## config.mk

```make
export PLATFORM = sky130hd
export DESIGN_NAME = snitch_ordered_addr_demux
export DESIGN_NICKNAME = d
export VERILOG_FILES = /design/src/rtl/snitch_ordered_addr_demux.sv
export SDC_FILE = /design/constraint.sdc
export NUM_CORES = 1
export LEC_CHECK = 0
export CAP_MARGIN = 10
export CELL_PAD_IN_SITES_DETAIL_PLACEMENT = 0
export CELL_PAD_IN_SITES_GLOBAL_PLACEMENT = 1
export CORE_UTILIZATION = 13
export CTS_BUF_LIST = sky130_fd_sc_hd__clkbuf_16
export CTS_CLUSTER_DIAMETER = 80
export CTS_CLUSTER_SIZE = 10
export DETAILED_ROUTE_END_ITERATION = 6
export PLACE_DENSITY = 0.84
export SETUP_SLACK_MARGIN = 0.5
export SYNTH_ARGS = -nofsm -noshare
export SYNTH_HDL_FRONTEND = slang
export SYNTH_SLANG_ARGS = --single-unit
```

## constraint.sdc

```tcl
create_clock -name clk_i -period 3 [get_ports clk_i]
set_input_delay 0.6 -clock clk_i [delete_from_list [all_inputs] [get_ports clk_i]]
set_output_delay 0.6 -clock clk_i [all_outputs]
set_load 0.005 [all_outputs]
```

## src/rtl/snitch_ordered_addr_demux.sv

```systemverilog
// Address-decoding request demux for a Snitch data port. Responses return in
// request order by only ever having one output with in-flight transactions.
package snitch_ordered_addr_demux_pkg;
    typedef struct packed {
        logic [31:0] mask;
        logic [31:0] value;
        logic [31:0] slave_idx;
    } addr_rule_t;
endpackage

module snitch_ordered_addr_demux #(
    parameter int  NrOutput       = 2,
    parameter int  AddressWidth   = 32,
    parameter int  NumRules       = 1,
    parameter int  MaxOutstanding = 4,
    parameter int  DefaultIdx     = 0,
    parameter bit  WritesRespond  = 1'b0,
    parameter type req_t          = logic,
    parameter type resp_t         = logic,
    parameter type address_map_t  = snitch_ordered_addr_demux_pkg::addr_rule_t,
    localparam int IdxW           = (NrOutput > 1) ? $clog2(NrOutput) : 1,
    localparam int CntW           = $clog2(MaxOutstanding + 1)
) (
    input  logic                    clk_i,
    input  logic                    rst_ni,
    input  logic [AddressWidth-1:0] req_addr_i,
    input  logic                    req_write_i,
    input  req_t                    req_payload_i,
    input  logic                    req_valid_i,
    output logic                    req_ready_o,
    output resp_t                   resp_payload_o,
    output logic                    resp_valid_o,
    input  logic                    resp_ready_i,
    output req_t                    req_payload_o  [NrOutput],
    output logic [NrOutput-1:0]     req_valid_o,
    input  logic [NrOutput-1:0]     req_ready_i,
    input  resp_t                   resp_payload_i [NrOutput],
    input  logic [NrOutput-1:0]     resp_valid_i,
    output logic [NrOutput-1:0]     resp_ready_o,
    input  address_map_t            address_map_i  [NumRules],
    output logic                    decode_err_o,
    output logic [CntW-1:0]         outstanding_o
);

    logic [CntW-1:0]     r_cnt;
    logic [IdxW-1:0]     r_tgt;
    logic [IdxW-1:0]     w_sel;
    logic                w_match;
    logic                w_uncounted;
    logic                w_busy;
    logic                w_can_issue;
    logic                w_acc;
    logic                w_rsp;
    logic                w_stray;
    logic [NrOutput-1:0] w_tgt_oh;

    // Walk rules from the top down so the lowest matching index wins.
    always_comb begin
        w_sel   = IdxW'(DefaultIdx);
        w_match = 1'b0;
        for (int i = NumRules - 1; i >= 0; i--) begin
            if ((req_addr_i & AddressWidth'(address_map_i[i].mask)) ==
                AddressWidth'(address_map_i[i].value)) begin
                w_sel   = IdxW'(address_map_i[i].slave_idx);
                w_match = 1'b1;
            end
        end
    end

    assign decode_err_o = req_valid_i & ~w_match;
    assign w_uncounted  = req_write_i & ~WritesRespond;
    assign w_busy       = (r_cnt != '0);

    // Only registered state gates issue, keeping resp_* off the req_* path.
    assign w_can_issue = w_uncounted | ~w_busy |
                         ((w_sel == r_tgt) && (r_cnt < CntW'(MaxOutstanding)));

    always_comb begin
        req_valid_o        = '0;
        req_valid_o[w_sel] = req_valid_i & w_can_issue;
    end

    assign req_ready_o = w_can_issue & req_ready_i[w_sel];
    assign w_acc       = req_valid_i & req_ready_o & ~w_uncounted;

    always_comb begin
        for (int k = 0; k < NrOutput; k++) begin
            req_payload_o[k] = req_payload_i;
        end
    end

    always_comb begin
        w_tgt_oh        = '0;
        w_tgt_oh[r_tgt] = w_busy;
    end

    assign resp_valid_o   = |(resp_valid_i & w_tgt_oh);
    assign resp_payload_o = resp_payload_i[r_tgt];
    assign resp_ready_o   = resp_ready_i ? w_tgt_oh : '0;
    assign w_rsp          = resp_valid_o & resp_ready_i;
    assign w_stray        = |(resp_valid_i & ~w_tgt_oh);
    assign outstanding_o  = r_cnt;

    always_ff @(posedge clk_i or negedge rst_ni) begin
        if (!rst_ni) begin
            r_cnt <= '0;
            r_tgt <= '0;
        end else begin
            if (w_acc && !w_rsp) begin
                r_cnt <= r_cnt + 1'b1;
            end else if (w_rsp && !w_acc) begin
                r_cnt <= r_cnt - 1'b1;
            end
            if (w_acc) begin
                r_tgt <= w_sel;
            end
        end
    end

`ifndef SYNTHESIS
    a_no_stray_resp: assert property (@(posedge clk_i) disable iff (!rst_ni) !w_stray);
    a_cnt_in_range:  assert property (@(posedge clk_i) disable iff (!rst_ni)
                                      r_cnt <= CntW'(MaxOutstanding));
`endif

endmodule

```

* After elaboration in Yosys (flattened, before gate mapping)
Index checks and enable logic that the tools add are counted.
** Word-level totals
- Output and inout bits :: 13
- Flip-flop bits (word level) :: 4
** Operators by class
- Mux-type cells :: 14
- Add/subtract/negate cells :: 2
- Eq/ne operators :: 2
- Magnitude comparators :: 6
- Reduce and logical (&&, ||, !) cells :: 10
- Bitwise operators :: 16
** Operators with widths (count)
- $and A32 B32 Y32 :: 1
- $eq A32 B32 Y1 :: 1
- $mux W1 :: 9
- $and A1 B1 Y1 :: 6
- $and A2 B2 Y2 :: 3
- $mux W3 :: 2
- $logic_and A1 B1 Y1 :: 5
- $lt A1 B2 Y1 const B :: 2
- $add A3 B1 Y3 const B :: 1
- $lt A3 B3 Y1 const B :: 1
- $not A1 Y1 :: 3
- $reduce_bool A3 Y1 :: 1
- $sub A3 B1 Y3 const B :: 1
- $demux W1 S1 :: 2
- $ge A1 B1 Y1 const B :: 2
- $ge A2 B2 Y1 const B :: 1
- $logic_not A1 Y1 :: 2
- $mux W2 :: 1
- $not A1 Y2 :: 1
- $or A1 B1 Y1 :: 2
- $reduce_bool A2 Y1 :: 1
- $reduce_or A2 Y1 :: 1
- $eq A1 B1 Y1 :: 1

* Depth between registers and ports, before layout
- Word-level depth :: 13
- Mapped depth :: 13

* Worst setup path after synthesis
OpenSTA, ideal clock, no wires.
- Path kind :: in2reg
- From :: input req_addr_i[25]
- To :: register r_cnt[2], in the netlist outstanding_o[2]
- Data arrival time :: 2.814 ns
- Slack :: 0.107 ns
- Stages :: 13
- Library setup time :: 0.079 ns
- Path buffers :: 0
- Cell sequence :: a21o_1 > a211oi_2 > nand4_1 > nor4_4 > nand4_1 > nor2b_1 > o22ai_1 > ha_1 > inv_1 > fa_1 > xor2_1 > nor2_1 > xor2_1
** On the way
- Longest elaborated chain between the ends :: 12
- Elaborated cells between the ends (all ways) :: 16
- Classes of those cells :: eq/ne (2); mux (4); bitwise (5); reduce/logical (5)
** RTL lines
- start: declaration :: line 26 : input logic [AddressWidth-1:0] req_addr_i,
- $and A32 B32 Y32 * :: line 62 : if ((req_addr_i & AddressWidth'(address_map_i[i].mask)) ==
- $eq A32 B32 Y1 * :: line 62
- $mux W1 * :: line 62
- $eq A1 B1 Y1 :: line 76 : ((w_sel == r_tgt) && (r_cnt < CntW'(MaxOutstanding)));
- $logic_and A1 B1 Y1 :: line 76
- $or A1 B1 Y1 :: line 75 : assign w_can_issue = w_uncounted | ~w_busy |
- $and A1 B1 Y1 * :: line 83 : assign req_ready_o = w_can_issue & req_ready_i[w_sel];
- $and A1 B1 Y1 * (2 in a row) :: line 84 : assign w_acc = req_valid_i & req_ready_o & ~w_uncounted;
- named net w_acc :: line 52 : logic w_acc;
- $logic_not A1 Y1 :: line 111 : end else if (w_rsp && !w_acc) begin
- $logic_and A1 B1 Y1 :: line 111
- $reduce_bool A2 Y1 (no line)
- end signal: assignment :: line 110 : r_cnt <= r_cnt + 1'b1;
- end signal: assignment :: line 112 : r_cnt <= r_cnt - 1'b1;
- end: declaration :: line 45 : logic [CntW-1:0] r_cnt;
The timed path passes the listed nets; every way through them passes the cells marked *. The select of a mux whose other input is x is not followed.
A chain may end at the register's enable or synchronous reset.

* Worst setup path after layout
- From :: input req_addr_i[7]
- To :: register r_cnt[2], in the netlist outstanding_o[2]
Same word-level chain as after synthesis.

==> flow_summary.rst <==
.. list-table::
   :header-rows: 1

   * - Metric
     - Value
   * - Worst slack, placed
     - -0.584 ns
   * - Cell at the root of the clock tree
     - sky130_fd_sc_hd__clkbuf_16
   * - Start point of the worst hold path
     - outstanding_o[2]$_DFFE_PN0P_
   * - Fraction of final layout cells sized beyond drive strength 1
     - 0.395
   * - Share of the synthesized area in the top cell type
     - 0.103
   * - Worst setup EP type
     - register
   * - TritonRoute pass-1 iters
     - 4
   * - Inst Count DP
     - between 300 and 400
   * - RD Place Congestion
     - slightly below 0.8
   * - Warnings, synthesis
     - 0
   * - CP Launch Type
     - input pin
   * - Routing usage on met3
     - 0.0252
   * - Post-layout instance count excluding filler cells
     - between 300 and 400
   * - Actual slew at the worst max-slew pin
     - approximately 0.3 ns
   * - Top-count cell post-synth
     - sky130_fd_sc_hd__a21oi_1
   * - Insertion delay of the later-clocked pin in the worst-skew pair
     - about 0.22 ns
   * - Number of vias after detailed routing
     - 1521
   * - Fillcell total
     - roughly 800
   * - Async set-or-reset flop fraction in the synthesized netlist
     - 1.00
   * - Met1 Track Usage GR
     - 0.101
   * - Number of placement rows
     - 31
   * - # H-tree levels
     - 1
   * - Area used by sequential logic in the layout
     - 100 um^2
   * - Total power divided by cell area
     - between 300 and 400 mW/mm^2
   * - Die Y-Extent
     - 88.4 um
   * - Number of remaining DRC errors
     - 0
   * - Total number of clock tree sinks
     - 4
   * - Internal cell power
     - around 500 uW
   * - Iteration-0 DRC count of the detailed router
     - 26
   * - Area growth from synthesis to layout
     - 136%
   * - Post-Syn Area
     - slightly below 0.001 mm^2
   * - Number of synthesized flops with an enable pin
     - 0
   * - Total wire length after detailed routing
     - approximately 4100 um
   * - Yosys reg bits
     - 4
   * - Critical R2R Launch
     - r_tgt$_DFFE_PN0P_
   * - Switching power of the nets
     - ~220 uW
   * - Combined area of the multi-input logic cells
     - about 990 um^2
   * - Share of total power consumed by net switching
     - 0.303
   * - Number of buffers inserted for hold repair after clock tree synthesis
     - 0
   * - Top cell type by total area after synthesis
     - sky130_fd_sc_hd__and3_1
   * - Nets
     - between 400 and 500
   * - Fin util
     - 0.316
   * - End of the worst hold path
     - outstanding_o[2]$_DFFE_PN0P_
   * - Share of synthesized area occupied by flip-flops and latches
     - 0.103
   * - Met2 Track Usage GR
     - 0.193
   * - Total count of max-transition violations in the final report
     - 0
   * - Hold violation total from the final report
     - 0
   * - Antenna violations before repair
     - 0
   * - Wire length of the first global-routing pass
     - about 6000 um
   * - Port-buffer cells
     - about 120
   * - Setup CP Type
     - in -> reg
   * - Global-route congestion overflow total
     - 0
   * - Estimated wirelength of the detail-placed design
     - 3530 um
   * - Synth Area per Inst
     - ~7.5 um^2
   * - Data required time of the worst path
     - around 3.1 ns
   * - Worst-case reg-to-reg path depth
     - 10
   * - Worst VDD drop
     - 0.000224 V
   * - Primary flip-flop cell chosen by synthesis mapping
     - sky130_fd_sc_hd__dfrtp_1
   * - I/O pin count
     - about 150
   * - Wirelength per Cell
     - about 12 um
   * - Fmax achieved
     - between 0.3 and 0.4 GHz
   * - Most numerous cell types in the synthesized netlist
     - 18 x sky130_fd_sc_hd__a21oi_1, 16 x sky130_fd_sc_hd__and3_1, 9 x sky130_fd_sc_hd__and3b_1
   * - Clock skew
     - roughly 0.0012 ns
   * - Vias in the first global route
     - between 1000 and 1500
   * - Hold path cells
     - 1
   * - Synth Net Count
     - between 200 and 300
   * - Clock-pin slew of the registers on the worst-case setup and hold paths
     - around 0.030 ns
   * - Initial Utilization
     - 0.134
   * - Area of the placeable core
     - roughly 0.0073 mm^2
   * - Clock tree from TritonCTS
     - yes
   * - Distinct cells, synth
     - 34
   * - Failing checks
     - negative setup slack
   * - Die width
     - approximately 88 um
   * - Number of setup violations in the final report
     - 2
   * - Slack of the critical path
     - -0.0389 ns
   * - Largest net degree at the start of global routing
     - 9
   * - Unrepaired setup endpoints after global routing
     - true
   * - Worst flop-to-flop path endpoint
     - outstanding_o[2]$_DFFE_PN0P_
   * - # diodes
     - 0
   * - Final clock period utilization by the worst path
     - 1.01
   * - Power Total
     - just over 700 uW
   * - Largest fanout of any net on the critical path
     - 3
   * - Max Root-Sink Buffers
     - 2
   * - Status
     - finished, violations left
   * - Most Used Layer, Global Route
     - met2
   * - WP data arrival
     - ~3.2 ns
   * - Sequential group share of total power
     - 0.156
   * - Die Outline Area
     - about 0.0078 mm^2
   * - Share of power burned in combinational logic
     - 0.560
   * - Max-cap viol count
     - 0
   * - Worst reg-to-reg setup slack
     - 0.81 ns
   * - Synthesized netlist cell count
     - 129
   * - Remaining antenna violation count
     - 0
   * - Leakage component of the power
     - about 0.0011 uW
   * - Gr usage total
     - 0.0957
   * - Inserted Clock Buffers
     - 3
   * - Min Clock Period, post-route
     - ~3.0 ns
   * - Hold crit path type
     - reg -> reg
   * - Max-Slew Margin vs Limit
     - 0.804
   * - Detail-routed via count per cell
     - 4.26
   * - Clock network fraction of total power
     - 0.284
   * - Leading post-synthesis cells by cell area
     - sky130_fd_sc_hd__and3_1 10%, sky130_fd_sc_hd__dfrtp_1 10%, sky130_fd_sc_hd__a21oi_1 9.3%
-- routing by layer --
layer,wire [um],vias to the layer above
met5,0,-
met4,19,0
met3,379,2
met2,2220,58
met1,1490,686
li1,-,775
-- registers in the layout, indices dropped and copies added, names as in the netlist --
name and cells:
r_tgt 1, outstanding_o 3
-- through the flow --
step / setup TNS, ns / area, um^2 / hold slack (ns)
floorplan: 0 / 993 / 0.304
global placement: -3.19 / 2320 / 0.576
detailed placement: -3.30 / 2320 / 0.548
CTS: -0.238 / 2260 / 0.562
global route: -0.441 / 2290 / 0.578
finish: -0.0718 / 2290 / 0.563
-- critical path, cell delays in order --
cell and delay (ns):
sky130_fd_sc_hd__clkdlybuf4s15_1 0.19, sky130_fd_sc_hd__and3b_1 0.17, sky130_fd_sc_hd__a211oi_2 0.13, sky130_fd_sc_hd__nand4_1 0.18, sky130_fd_sc_hd__nor4_4 0.37, sky130_fd_sc_hd__nand2_2 0.10
sky130_fd_sc_hd__buf_6 0.13, sky130_fd_sc_hd__mux2i_4 0.18, sky130_fd_sc_hd__o22ai_2 0.17, sky130_fd_sc_hd__ha_4 0.16, sky130_fd_sc_hd__inv_2 0.03, sky130_fd_sc_hd__fa_2 0.33
sky130_fd_sc_hd__xor2_1 0.14, sky130_fd_sc_hd__nor2_1 0.12, sky130_fd_sc_hd__xor2_1 0.16
-- power by group through the flow --
stage	clock network [uW]	logic, uW	registers, uW
final	204	401	112
after global routing	215	444	115
after CTS	208	367	111
after detailed placement	0	412	112
after global placement	0	407	113
after floorplan	0	148	106
-- placed cells by master (no fill, tap or decap), types with 2 or more instances in the layout --
master | netlist | layout
sky130_fd_sc_hd__clkdlybuf4s50_1 | 0 | 18
sky130_fd_sc_hd__clkdlybuf4s15_1 | 0 | 18
sky130_fd_sc_hd__a21oi_1 | 18 | 10
sky130_fd_sc_hd__dlygate4sd2_1 | 0 | 29
sky130_fd_sc_hd__a21oi_2 | 0 | 7
sky130_fd_sc_hd__a21boi_2 | 0 | 6
sky130_fd_sc_hd__xor2_1 | 2 | 2
sky130_fd_sc_hd__clkbuf_16 | 0 | 3
sky130_fd_sc_hd__nand2b_1 | 2 | 2
sky130_fd_sc_hd__a21o_1 | 8 | 8
sky130_fd_sc_hd__a211oi_2 | 2 | 8
sky130_fd_sc_hd__a21boi_1 | 0 | 2
sky130_fd_sc_hd__and3_1 | 16 | 15
sky130_fd_sc_hd__nand3_1 | 8 | 8
sky130_fd_sc_hd__buf_4 | 2 | 7
sky130_fd_sc_hd__nand2_1 | 4 | 4
sky130_fd_sc_hd__clkbuf_2 | 0 | 25
sky130_fd_sc_hd__nor2b_1 | 3 | 2
sky130_fd_sc_hd__dfrtp_1 | 4 | 4
sky130_fd_sc_hd__o22a_1 | 8 | 8
sky130_fd_sc_hd__and3b_1 | 9 | 9
sky130_fd_sc_hd__nand4_1 | 5 | 5
sky130_fd_sc_hd__buf_2 | 0 | 25
sky130_fd_sc_hd__nor2_1 | 5 | 4
sky130_fd_sc_hd__buf_6 | 0 | 6
-- timing repair --
action / 4_1_cts / 5_1_grt
buffers inserted: 3 / 3
resized for setup: 208 / 79
gates cloned: 0 / 0
setup endpoints to repair: 7 / 7
pin swaps: 68 / 38
-- final cells by class --
class,instances,area share
clock buffers,3,0.0327
inverters,1,0.00164
multi-input cells,121,0.434
flip-flops and latches,4,0.0436
well taps,99,0.0540
repair buffers,129,0.434
-- cell families (layout without fill, tap and decap cells) --
group	count (synthesis)	in the layout	share of synthesized area
buffers and inverters	4	133	0.0232
and+or+nand+nor	57	57	0.374
AOI/OAI and AO/OA	55	55	0.396
DFF	4	4	0.103
xor gates and xnor gates	3	3	0.0271
muxes	4	4	0.0438
adders and majority gates	2	2	0.0335
-- how the worst max path moves through the flow --
stage	start	to	slack, ns	cells after the start
floorplan	req_addr_i[4]	outstanding_o[2]$_DFFE_PN0P_	0.11	13
global placement	address_map_i[37]	outstanding_o[2]$_DFFE_PN0P_	-0.57	14
detailed placement	address_map_i[49]	outstanding_o[2]$_DFFE_PN0P_	-0.58	14
CTS	address_map_i[69]	outstanding_o[2]$_DFFE_PN0P_	-0.15	15
global route	req_addr_i[4]	outstanding_o[2]$_DFFE_PN0P_	-0.17	15
finish	req_addr_i[7]	outstanding_o[2]$_DFFE_PN0P_	-0.04	15
Power figures use the tool's default switching activity.
